## src/rtl/morse_encoder.sv

```systemverilog
// morse_encoder: conditions the raw active-low user button into debounced
// dot/dash symbols, measured in system-clock cycles, and packs them into a
// 2-bits-per-symbol code word (00 empty, 01 dot, 11 dash) published on commit.
module morse_encoder #(
    parameter int               CNT_W           = 26,
    parameter logic [CNT_W-1:0] DEBOUNCE_CYCLES = 26'd1000000,
    parameter logic [CNT_W-1:0] DASH_CYCLES     = 26'd12500000,
    parameter int               MAX_SYMBOLS     = 5
) (
    input  logic                     clock,
    input  logic                     resetn,
    input  logic                     key_n,
    input  logic                     commit,
    input  logic                     clear,
    output logic [2*MAX_SYMBOLS-1:0] q,
    output logic [2:0]               symbol_count,
    output logic                     symbol_valid,
    output logic [1:0]               symbol,
    output logic                     code_valid,
    output logic [2*MAX_SYMBOLS-1:0] code_out,
    output logic                     overflow
);

    localparam int         QW      = 2 * MAX_SYMBOLS;
    localparam logic [2:0] MAX_CNT = 3'(MAX_SYMBOLS);

    typedef enum logic [1:0] {
        S_IDLE,
        S_PRESS,
        S_EMIT,
        S_WAIT_RELEASE
    } state_t;

    state_t            state;
    state_t            next_state;
    logic              key_meta;
    logic              key_sync;
    logic              db_level;
    logic [CNT_W-1:0]  db_cnt;
    logic [CNT_W-1:0]  dur;
    logic              pressed;
    logic              emit;
    logic              room;
    logic [1:0]        emit_sym;
    logic [QW-1:0]     appended;

    // The debounced level is 1 when released, so a low level means pressed.
    assign pressed = ~db_level;

    // Two-flop synchroniser for the asynchronous button; idles released.
    always_ff @(posedge clock or negedge resetn) begin
        if (!resetn) begin
            key_meta <= 1'b1;
            key_sync <= 1'b1;
        end else begin
            key_meta <= key_n;
            key_sync <= key_meta;
        end
    end

    // Debouncer: the level only flips after it has differed for DEBOUNCE_CYCLES cycles.
    always_ff @(posedge clock or negedge resetn) begin
        if (!resetn) begin
            db_level <= 1'b1;
            db_cnt   <= '0;
        end else if (key_sync != db_level) begin
            if (db_cnt == DEBOUNCE_CYCLES - CNT_W'(1)) begin
                db_level <= key_sync;
                db_cnt   <= '0;
            end else begin
                db_cnt <= db_cnt + CNT_W'(1);
            end
        end else begin
            db_cnt <= '0;
        end
    end

    // FSM state register.
    always_ff @(posedge clock or negedge resetn) begin
        if (!resetn) begin
            state <= S_IDLE;
        end else begin
            state <= next_state;
        end
    end

    // Next-state logic; a clear during a press abandons it until release.
    always_comb begin
        next_state = state;
        case (state)
            S_IDLE: begin
                if (pressed) next_state = S_PRESS;
            end
            S_PRESS: begin
                if (clear)         next_state = S_WAIT_RELEASE;
                else if (!pressed) next_state = S_EMIT;
            end
            S_EMIT: begin
                next_state = S_IDLE;
            end
            S_WAIT_RELEASE: begin
                if (!pressed) next_state = S_IDLE;
            end
            default: begin
                next_state = S_IDLE;
            end
        endcase
    end

    // Output decode: classify the finished press and prepare the appended word.
    always_comb begin
        emit     = (state == S_EMIT);
        emit_sym = (dur < DASH_CYCLES) ? 2'b01 : 2'b11;
        room     = (symbol_count < MAX_CNT);
        appended = {q[QW-3:0], emit_sym};
    end

    // Press-duration counter: restarts while idle, saturates at all-ones.
    always_ff @(posedge clock or negedge resetn) begin
        if (!resetn) begin
            dur <= '0;
        end else if (state == S_IDLE) begin
            dur <= '0;
        end else if (state == S_PRESS && pressed && dur != '1) begin
            dur <= dur + CNT_W'(1);
        end
    end

    // Word under construction: clear beats commit, commit beats appending.
    always_ff @(posedge clock or negedge resetn) begin
        if (!resetn) begin
            q            <= '0;
            symbol_count <= '0;
            overflow     <= 1'b0;
        end else if (clear || commit) begin
            q            <= '0;
            symbol_count <= '0;
            overflow     <= 1'b0;
        end else if (emit) begin
            if (room) begin
                q            <= appended;
                symbol_count <= symbol_count + 3'd1;
            end else begin
                overflow <= 1'b1;
            end
        end
    end

    // Publish on commit; a symbol emitted in the same cycle is included.
    always_ff @(posedge clock or negedge resetn) begin
        if (!resetn) begin
            code_valid <= 1'b0;
            code_out   <= '0;
        end else begin
            code_valid <= commit & ~clear;
            if (commit && !clear) begin
                code_out <= (emit && room) ? appended : q;
            end
        end
    end

    // Symbol strobe: pulses for every classified press, even one a clear drops.
    always_ff @(posedge clock or negedge resetn) begin
        if (!resetn) begin
            symbol_valid <= 1'b0;
            symbol       <= 2'b00;
        end else begin
            symbol_valid <= emit;
            if (emit) begin
                symbol <= emit_sym;
            end
        end
    end

endmodule

```

## config.mk

```make
export PLATFORM = sky130hd
export DESIGN_NAME = morse_encoder
export DESIGN_NICKNAME = d
export VERILOG_FILES = /design/src/rtl/morse_encoder.sv
export SDC_FILE = /design/constraint.sdc
export NUM_CORES = 1
export LEC_CHECK = 0
export CORE_ASPECT_RATIO = 0.8
export CORE_MARGIN = 5
export CORE_UTILIZATION = 52
export DETAILED_ROUTE_END_ITERATION = 10
export DONT_BUFFER_PORTS = 1
export HOLD_SLACK_MARGIN = 0.06
export PLACE_DENSITY = 0.71
export SYNTH_ARGS = -nofsm -noshare
export SYNTH_HDL_FRONTEND = slang
export SYNTH_SLANG_ARGS = --single-unit
```

## constraint.sdc

```tcl
create_clock -name clock -period 6 [get_ports clock]
set_clock_uncertainty 0.15 [all_clocks]
set_input_delay 1.2 -clock clock [delete_from_list [all_inputs] [get_ports clock]]
set_output_delay 1.2 -clock clock [all_outputs]
set_load 0.02 [all_outputs]
```

==> results.txt, run 1 <==
Final-layout setup total negative slack = 0 ns
Area share of the largest cell type after synthesis = 0.484
#FFs+latches synth = 85
End of the worst hold path = key_sync
Worst slew pin tran = 1.21 ns
Area of the core region = 7950 um2
Min-Delay Path Class = reg -> reg
Vias in the first global route = 2921
Row Count = 29
Half-perimeter wire length of the detailed placement result = 5.74 mm
Cell taking the most area after synthesis = sky130_fd_sc_hd__dfrtp_1
Number of distinct library cells after synthesis = 54
Worst-skew pair later-pin latency = 0.37 ns
Share of the yosys chip area belonging to registers = 0.502
Worst Reg2Reg Path Length in Cells = 5
# Post-CTS Setup Buffers = 0
Reg-to-Reg Start = db_cnt[2]
Worst hold-check slack = 0.210 ns
Final count of pins violating max slew = 0
Detailed-route via count = 3080
Fraction of the core area covered by cells at the end of the flow = 0.564
Reg-to-reg setup timing slack = 3.42 ns
Worst rel slew slack = 0.183
Type of origin of the critical path = register
Total overflow reported by the global router = 0
Number of warnings issued by yosys = 0
Worst hold stages = 0
Final worst slack = 3.42 ns
Max Cap Viol = 0
Layout cell share with drive strength beyond 1 = 0.0899
Hold_buf cts = 0
Fillcell total = 677
Top cells by area, synth = sky130_fd_sc_hd__dfrtp_1 (48%), sky130_fd_sc_hd__nor2_1 (5.9%), sky130_fd_sc_hd__xor2_1 (4.3%)
Number of vias per cell = 5.68
X dimension of the die = 111 um
Area enclosed by the die boundary = 10100 um2
Overall Global Routing Usage = 0.175
Die height = 90.8 um
Most frequent cells after synthesis = sky130_fd_sc_hd__dfrtp_1 (82), sky130_fd_sc_hd__nor2_1 (67), sky130_fd_sc_hd__nand2_1 (44), sky130_fd_sc_hd__nand3_1 (27), sky130_fd_sc_hd__xor2_1 (21)
Worst path required time = 6.07 ns
Total standard cell area after synthesis = 4240 um2
Ratio of final minimum period to clock period = 0.430
Arrival time reported for the critical path endpoint = 2.64 ns
# diodes = 0
Count of input and output buffers = 0
Post-synth ARST share = 1.00
Final wirelength = 8.39 mm
Largest net degree at the start of global routing = 86
Worst Setup End Kind = register
Number of nets in the final layout = 438
Antenna viol nets, final = 0
Weighted congestion at the end of routability-driven global placement = 0.843
Leakage dissipation = 1.92 nW
Post-synthesis to final-layout area growth = 5.69%
Biggest fanout along the worst timing path = 6
Average size of a mapped cell = 9.69 um2
Type of the setup path with the least slack = reg -> reg
Starting DRC count in detailed routing = 224
Global-route wire length before repair = 14.6 mm
Period minus WS final = 2.58 ns
TritonCTS clock tree = built
Number of design rule violations left after detail routing = 0
Most frequent cell after synthesis = sky130_fd_sc_hd__dfrtp_1
R2r endpoint = db_cnt[25]
Total power divided by cell area = 222 nW/um2
CTS clock-pin slew for the worst setup and hold paths = 0.09 ns
Leading register cell type out of synthesis = sky130_fd_sc_hd__dfrtp_1
Io pins = 33
CTS Root Buffer Type = sky130_fd_sc_hd__clkbuf_8
CTS H-tree lvls = 3
Worst slack after detailed placement = 3.49 ns
Initial standard-cell utilization of the core = 0.534
Average routed wire per standard cell = 15.5 um
Max rail drop VDD = 0.109 mV
Number of nets produced by synthesis = 447
Setup-violating endpoint count in the final report = 0
Post-cts repair resize count = 0
Setup repair after global routing missed its margin = false
EDFF count, synth = 0
Cell total after placement = 526
Final hold viol count = 0
First-pass iteration count of the detailed router = 4
Number of antenna violations at the first check in global routing = 0
TritonCTS sink count = 85
Hold Path Origin = key_meta
Run status = finished clean
Peak clock frequency supported by timing = 388 MHz
Maximum clock path buffer count = 2
Post-synthesis cell count = 438
Num CTS Buffers = 9
Cell Count, Final, Fillers Out = 542
-- worst max-delay path: stages (launching register included) --
cell and delay (ns):
sky130_fd_sc_hd__dfrtp_1 0.44, sky130_fd_sc_hd__nand4_1 0.26, sky130_fd_sc_hd__nor4_1 1.08, sky130_fd_sc_hd__nand3_1 0.21, sky130_fd_sc_hd__xor2_1 0.22, sky130_fd_sc_hd__nor2_1 0.06
-- state kept, by name, summed over array words and instances, names as in the netlist, 2 cells and up --
| register | count |
|---|---|
| q | 10 |
| symbol | 2 |
| db_cnt | 26 |
| code_out | 10 |
| dur | 26 |
| symbol_count | 3 |
| state | 2 |
-- metrics by stage --
stage                     power, mW  area [um2]
after floorplan               0.612        4240
after detailed placement      0.617        4290
final                         0.995        4480
after CTS                      1.01        4480
after global routing           1.04        4480
after global placement        0.615        4290
-- area by class of cell --
class	count	area [um2]	area share
Sequential cell	85	2130	0.475
Multi-Input combinational cell	328	2000	0.447
Tap cell	108	135	0.0301
Clock buffer	9	124	0.0276
Clock inverter	7	68.8	0.0153
Inverter	4	15.0	0.00335
Timing Repair Buffer	1	7.51	0.00167
-- cells by family (layout without fill, tap and decap cells) --
group                    after synthesis  in the layout  synth area share
AO/OA/AOI/OAI                         59             59            0.0920
buffers and inverters                 25             21            0.0257
adder cells (fa/ha/maj)                4              4            0.0118
AND/OR/NAND/NOR                      219            219             0.270
flip-flops                            85             85             0.502
XOR/XNOR                              37             37            0.0764
multiplexers                           9              9            0.0215
-- worst max-delay path by stage --
stage | from | to | slack, ns | depth (start not counted)
floorplan | clear | q[4] | 3.88 | 4
global placement | state[0] | code_out[7] | 3.52 | 4
detailed placement | state[0] | code_out[7] | 3.49 | 4
CTS | state[0] | code_out[7] | 3.48 | 4
global route | dur[0] | dur[13] | 3.23 | 6
finish | db_cnt[2] | db_cnt[25] | 3.42 | 5
-- per-layer routing --
metal / up-vias / GRT usage / part of all wire
li1: 1538 / - / -
met1: 1482 / 0.247 / 0.49
met2: 52 / 0.264 / 0.46
met3: 8 / 0.0502 / 0.047
met4: 0 / 0.0472 / 0.0091
met5: - / 0 / 0
-- placed cells by master, fill, tap and decap left out, types with 2 or more instances in the layout --
| cell | n |
|---|---|
| sky130_fd_sc_hd__and4_1 | 6 |
| sky130_fd_sc_hd__nand4b_1 | 2 |
| sky130_fd_sc_hd__a21o_1 | 3 |
| sky130_fd_sc_hd__clkbuf_8 | 9 |
| sky130_fd_sc_hd__or2_1 | 2 |
| sky130_fd_sc_hd__or2_2 | 4 |
| sky130_fd_sc_hd__dfrtp_1 | 82 |
| sky130_fd_sc_hd__nand4_1 | 17 |
| sky130_fd_sc_hd__nor2_1 | 67 |
| sky130_fd_sc_hd__o21ai_0 | 15 |
| sky130_fd_sc_hd__xnor2_1 | 16 |
| sky130_fd_sc_hd__nand2_1 | 44 |
| sky130_fd_sc_hd__clkinvlp_4 | 2 |
| sky130_fd_sc_hd__nor4_4 | 2 |
| sky130_fd_sc_hd__ha_1 | 4 |
| sky130_fd_sc_hd__a211oi_1 | 4 |
| sky130_fd_sc_hd__or4_1 | 5 |
| sky130_fd_sc_hd__nor4_1 | 11 |
| sky130_fd_sc_hd__nand2b_1 | 6 |
| sky130_fd_sc_hd__dfstp_2 | 3 |
| sky130_fd_sc_hd__mux2i_1 | 8 |
| sky130_fd_sc_hd__o31ai_1 | 2 |
| sky130_fd_sc_hd__and2_1 | 3 |
| sky130_fd_sc_hd__or3_1 | 2 |
| sky130_fd_sc_hd__nand3_1 | 27 |
| sky130_fd_sc_hd__xor2_1 | 21 |
| sky130_fd_sc_hd__a31oi_1 | 4 |
| sky130_fd_sc_hd__a21oi_1 | 12 |
| sky130_fd_sc_hd__a22o_1 | 3 |
| sky130_fd_sc_hd__a31o_2 | 5 |
| sky130_fd_sc_hd__inv_1 | 4 |
| sky130_fd_sc_hd__nor3_1 | 3 |
| sky130_fd_sc_hd__and3_1 | 9 |
| sky130_fd_sc_hd__o211ai_1 | 4 |
| sky130_fd_sc_hd__inv_6 | 2 |
-- power by group --
| group | internal (mW) | leakage [nW] | switching [mW] |
|---|---|---|---|
| clock network | 0.160 | 0.0911 | 0.229 |
| logic | 0.00675 | 0.673 | 0.0117 |
| registers | 0.578 | 1.16 | 0.00835 |
| total | 0.745 | 1.92 | 0.249 |
Note: power is estimated with default switching activity, not from simulation.
==> run 2: changes to the inputs <==
==> constraint.sdc (replaced) <==
create_clock -name clock -period 2.5 [get_ports clock]
set_clock_uncertainty 0.15 [all_clocks]
set_input_delay 0.5 -clock clock [delete_from_list [all_inputs] [get_ports clock]]
set_output_delay 0.5 -clock clock [all_outputs]
set_load 0.02 [all_outputs]
==> results.txt, run 2 (synthesized netlist as in run 1, its figures left out) <==
Run status = finished with violations
Number of nets in the final layout = 448
Internal power = 1.79 mW
Worst slew pin tran = 0.797 ns
Maximum clock path buffer count = 2
Type of origin of the critical path = register
Min-Delay Path Class = in -> async
Logic gate share of total power = 0.022
First-pass iteration count of the detailed router = 4
Die height = 90.8 um
Initial standard-cell utilization of the core = 0.534
Half-perimeter wire length of the detailed placement result = 5.85 mm
Final count of pins violating max slew = 0
Worst hold-check slack = -0.326 ns
R2r endpoint = dur[21]
Count of input and output buffers = 0
Reg-to-Reg Start = dur[8]
Leakage dissipation = 1.98 nW
Ratio of final minimum period to clock period = 0.936
Post-synthesis to final-layout area growth = 7.25%
Global-route wire length before repair = 14.6 mm
Total overflow reported by the global router = 0
Weighted congestion at the end of routability-driven global placement = 0.906
Num CTS Buffers = 9
Worst path required time = 2.64 ns
Arrival time reported for the critical path endpoint = 2.48 ns
Cell area after placement = 4360 um2
Type of the setup path with the least slack = reg -> reg
Number of vias per cell = 5.74
Row Count = 29
Commonest cells after routing, fill and taps aside = sky130_fd_sc_hd__dfrtp_1 (82), sky130_fd_sc_hd__nor2_1 (67), sky130_fd_sc_hd__nand2_1 (44)
Worst Reg2Reg Path Length in Cells = 5
Biggest fanout along the worst timing path = 9
Final hold viol count = 85
Max rail drop VDD = 0.372 mV
Worst-skew pair later-pin latency = 0.36 ns
Reg-to-reg setup timing slack = 0.16 ns
Finished layout cell area = 4550 um2
Portion of total power attributed to the clock network = 0.383
Overall Global Routing Usage = 0.176
Starting DRC count in detailed routing = 282
# Post-CTS Setup Buffers = 0
Number of design rule violations left after detail routing = 0
Violated checks = negative hold slack
Share of total power consumed by net switching = 0.242
Total power divided by cell area = 519 nW/um2
Largest net degree at the start of global routing = 86
Registers with the highest flip-flop counts = db_cnt x26, dur x26
Antenna viol nets, final = 0
Io pins = 33
Worst Setup End Kind = register
Period minus WS final = 2.34 ns
Hold_buf cts = 1
Layout cell share with drive strength beyond 1 = 0.110
Leading cell type in the layout, fill and taps excluded = sky130_fd_sc_hd__dfrtp_1
Setup-violating endpoint count in the final report = 0
Fillcell total = 667
Max Cap Viol = 0
TritonCTS clock tree = built
Area of the core region = 7950 um2
Peak clock frequency supported by timing = 427 MHz
CTS Root Buffer Type = sky130_fd_sc_hd__clkbuf_8
X dimension of the die = 111 um
Total power = 2.36 mW
Average routed wire per standard cell = 15.3 um
CTS H-tree lvls = 3
Number of antenna violations at the first check in global routing = 0
Area enclosed by the die boundary = 10100 um2
Proportion of power drawn by flip-flops and latches = 0.596
Detailed-route via count = 3167
CTS clock-pin slew for the worst setup and hold paths = 0.09 ns
# diodes = 0
Net load switching power = 0.572 mW
Setup repair after global routing missed its margin = true
Vias in the first global route = 2973
TritonCTS sink count = 85
Final-layout setup total negative slack = 0 ns
Worst rel slew slack = 0.469
Final wirelength = 8.44 mm
[run 2: cell count changes in the layout (fill, tap and decap cells not counted), moves of 2 or more]
cell / delta
sky130_fd_sc_hd__buf_4: +9
sky130_fd_sc_hd__clkinvlp_4: -2
sky130_fd_sc_hd__inv_6: +2
sky130_fd_sc_hd__clkinv_2: +2
[run 2: worst max-delay path, cell delays in order (launching register included)]
cell and delay, ns:
sky130_fd_sc_hd__dfrtp_1 0.52, sky130_fd_sc_hd__nand4_2 0.24, sky130_fd_sc_hd__nor4_4 0.49, sky130_fd_sc_hd__nand3_2 0.25, sky130_fd_sc_hd__or4_1 0.52, sky130_fd_sc_hd__nand4_1 0.10
[run 2: cell type report]
| type | instances | area, um2 | area share |
|---|---|---|---|
| multi-input cells | 328 | 2000 | 0.440 |
| repair buffers | 11 | 85.1 | 0.0187 |
| well taps | 108 | 135 | 0.0297 |
| clock buffers | 9 | 124 | 0.0272 |
| clock inverters | 7 | 56.3 | 0.0124 |
| flip-flops and latches | 85 | 2130 | 0.468 |
| inverters | 4 | 15.0 | 0.00330 |
[run 2: worst max path at each step]
| stage | cells past startpoint | slack, ns | to | from |
|---|---|---|---|---|
| after floorplan | 6 | 0.42 | code_out[1] | dur[8] |
| final | 5 | 0.16 | dur[21] | dur[8] |
| after global placement | 6 | 0.23 | dur[2] | dur[0] |
| after detailed placement | 6 | 0.14 | dur[16] | dur[0] |
| after CTS | 6 | 0.12 | dur[21] | dur[0] |
| after global routing | 6 | -0.009 | dur[14] | dur[0] |
[run 2: power by group through the flow]
stage / Sequential (mW) / Combinational [mW] / Clock (mW)
after floorplan: 1.43 / 0.0378 / 0
after global placement: 1.43 / 0.0497 / 0
after detailed placement: 1.43 / 0.0499 / 0
after CTS: 1.41 / 0.0516 / 0.932
after global routing: 1.41 / 0.0576 / 0.999
final: 1.41 / 0.0513 / 0.903
[run 2: what timing repair did]
action | 4_1_cts | 5_1_grt
gates resized for setup | 0 | 1
hold endpoints to repair | 86 | 85
endpoints found under the setup margin | 0 | 12
[run 2: per-stage QoR]
| stage | instances | utilization | setup WS [ns] |
|---|---|---|---|
| 3_3_place_gp | 535 | 0.549 | 0.230 |
| 4_1_cts | 552 | 0.573 | 0.120 |
| 3_5_place_dp | 535 | 0.549 | 0.136 |
| 2_1_floorplan | 438 | - | 0.420 |
| 6_report | 552 | 0.573 | 0.160 |
| 5_1_grt | 552 | 0.573 | -0.00949 |
[run 2: routing by layer]
metal | wire length, um | vias up | share of wire | GRT usage
li1 | - | 1549 | - | -
met1 | 3990 | 1528 | 0.47 | 0.250
met2 | 3850 | 73 | 0.46 | 0.256
met3 | 442 | 17 | 0.052 | 0.0502
met4 | 154 | 0 | 0.018 | 0.0626
met5 | 0 | - | 0 | 0
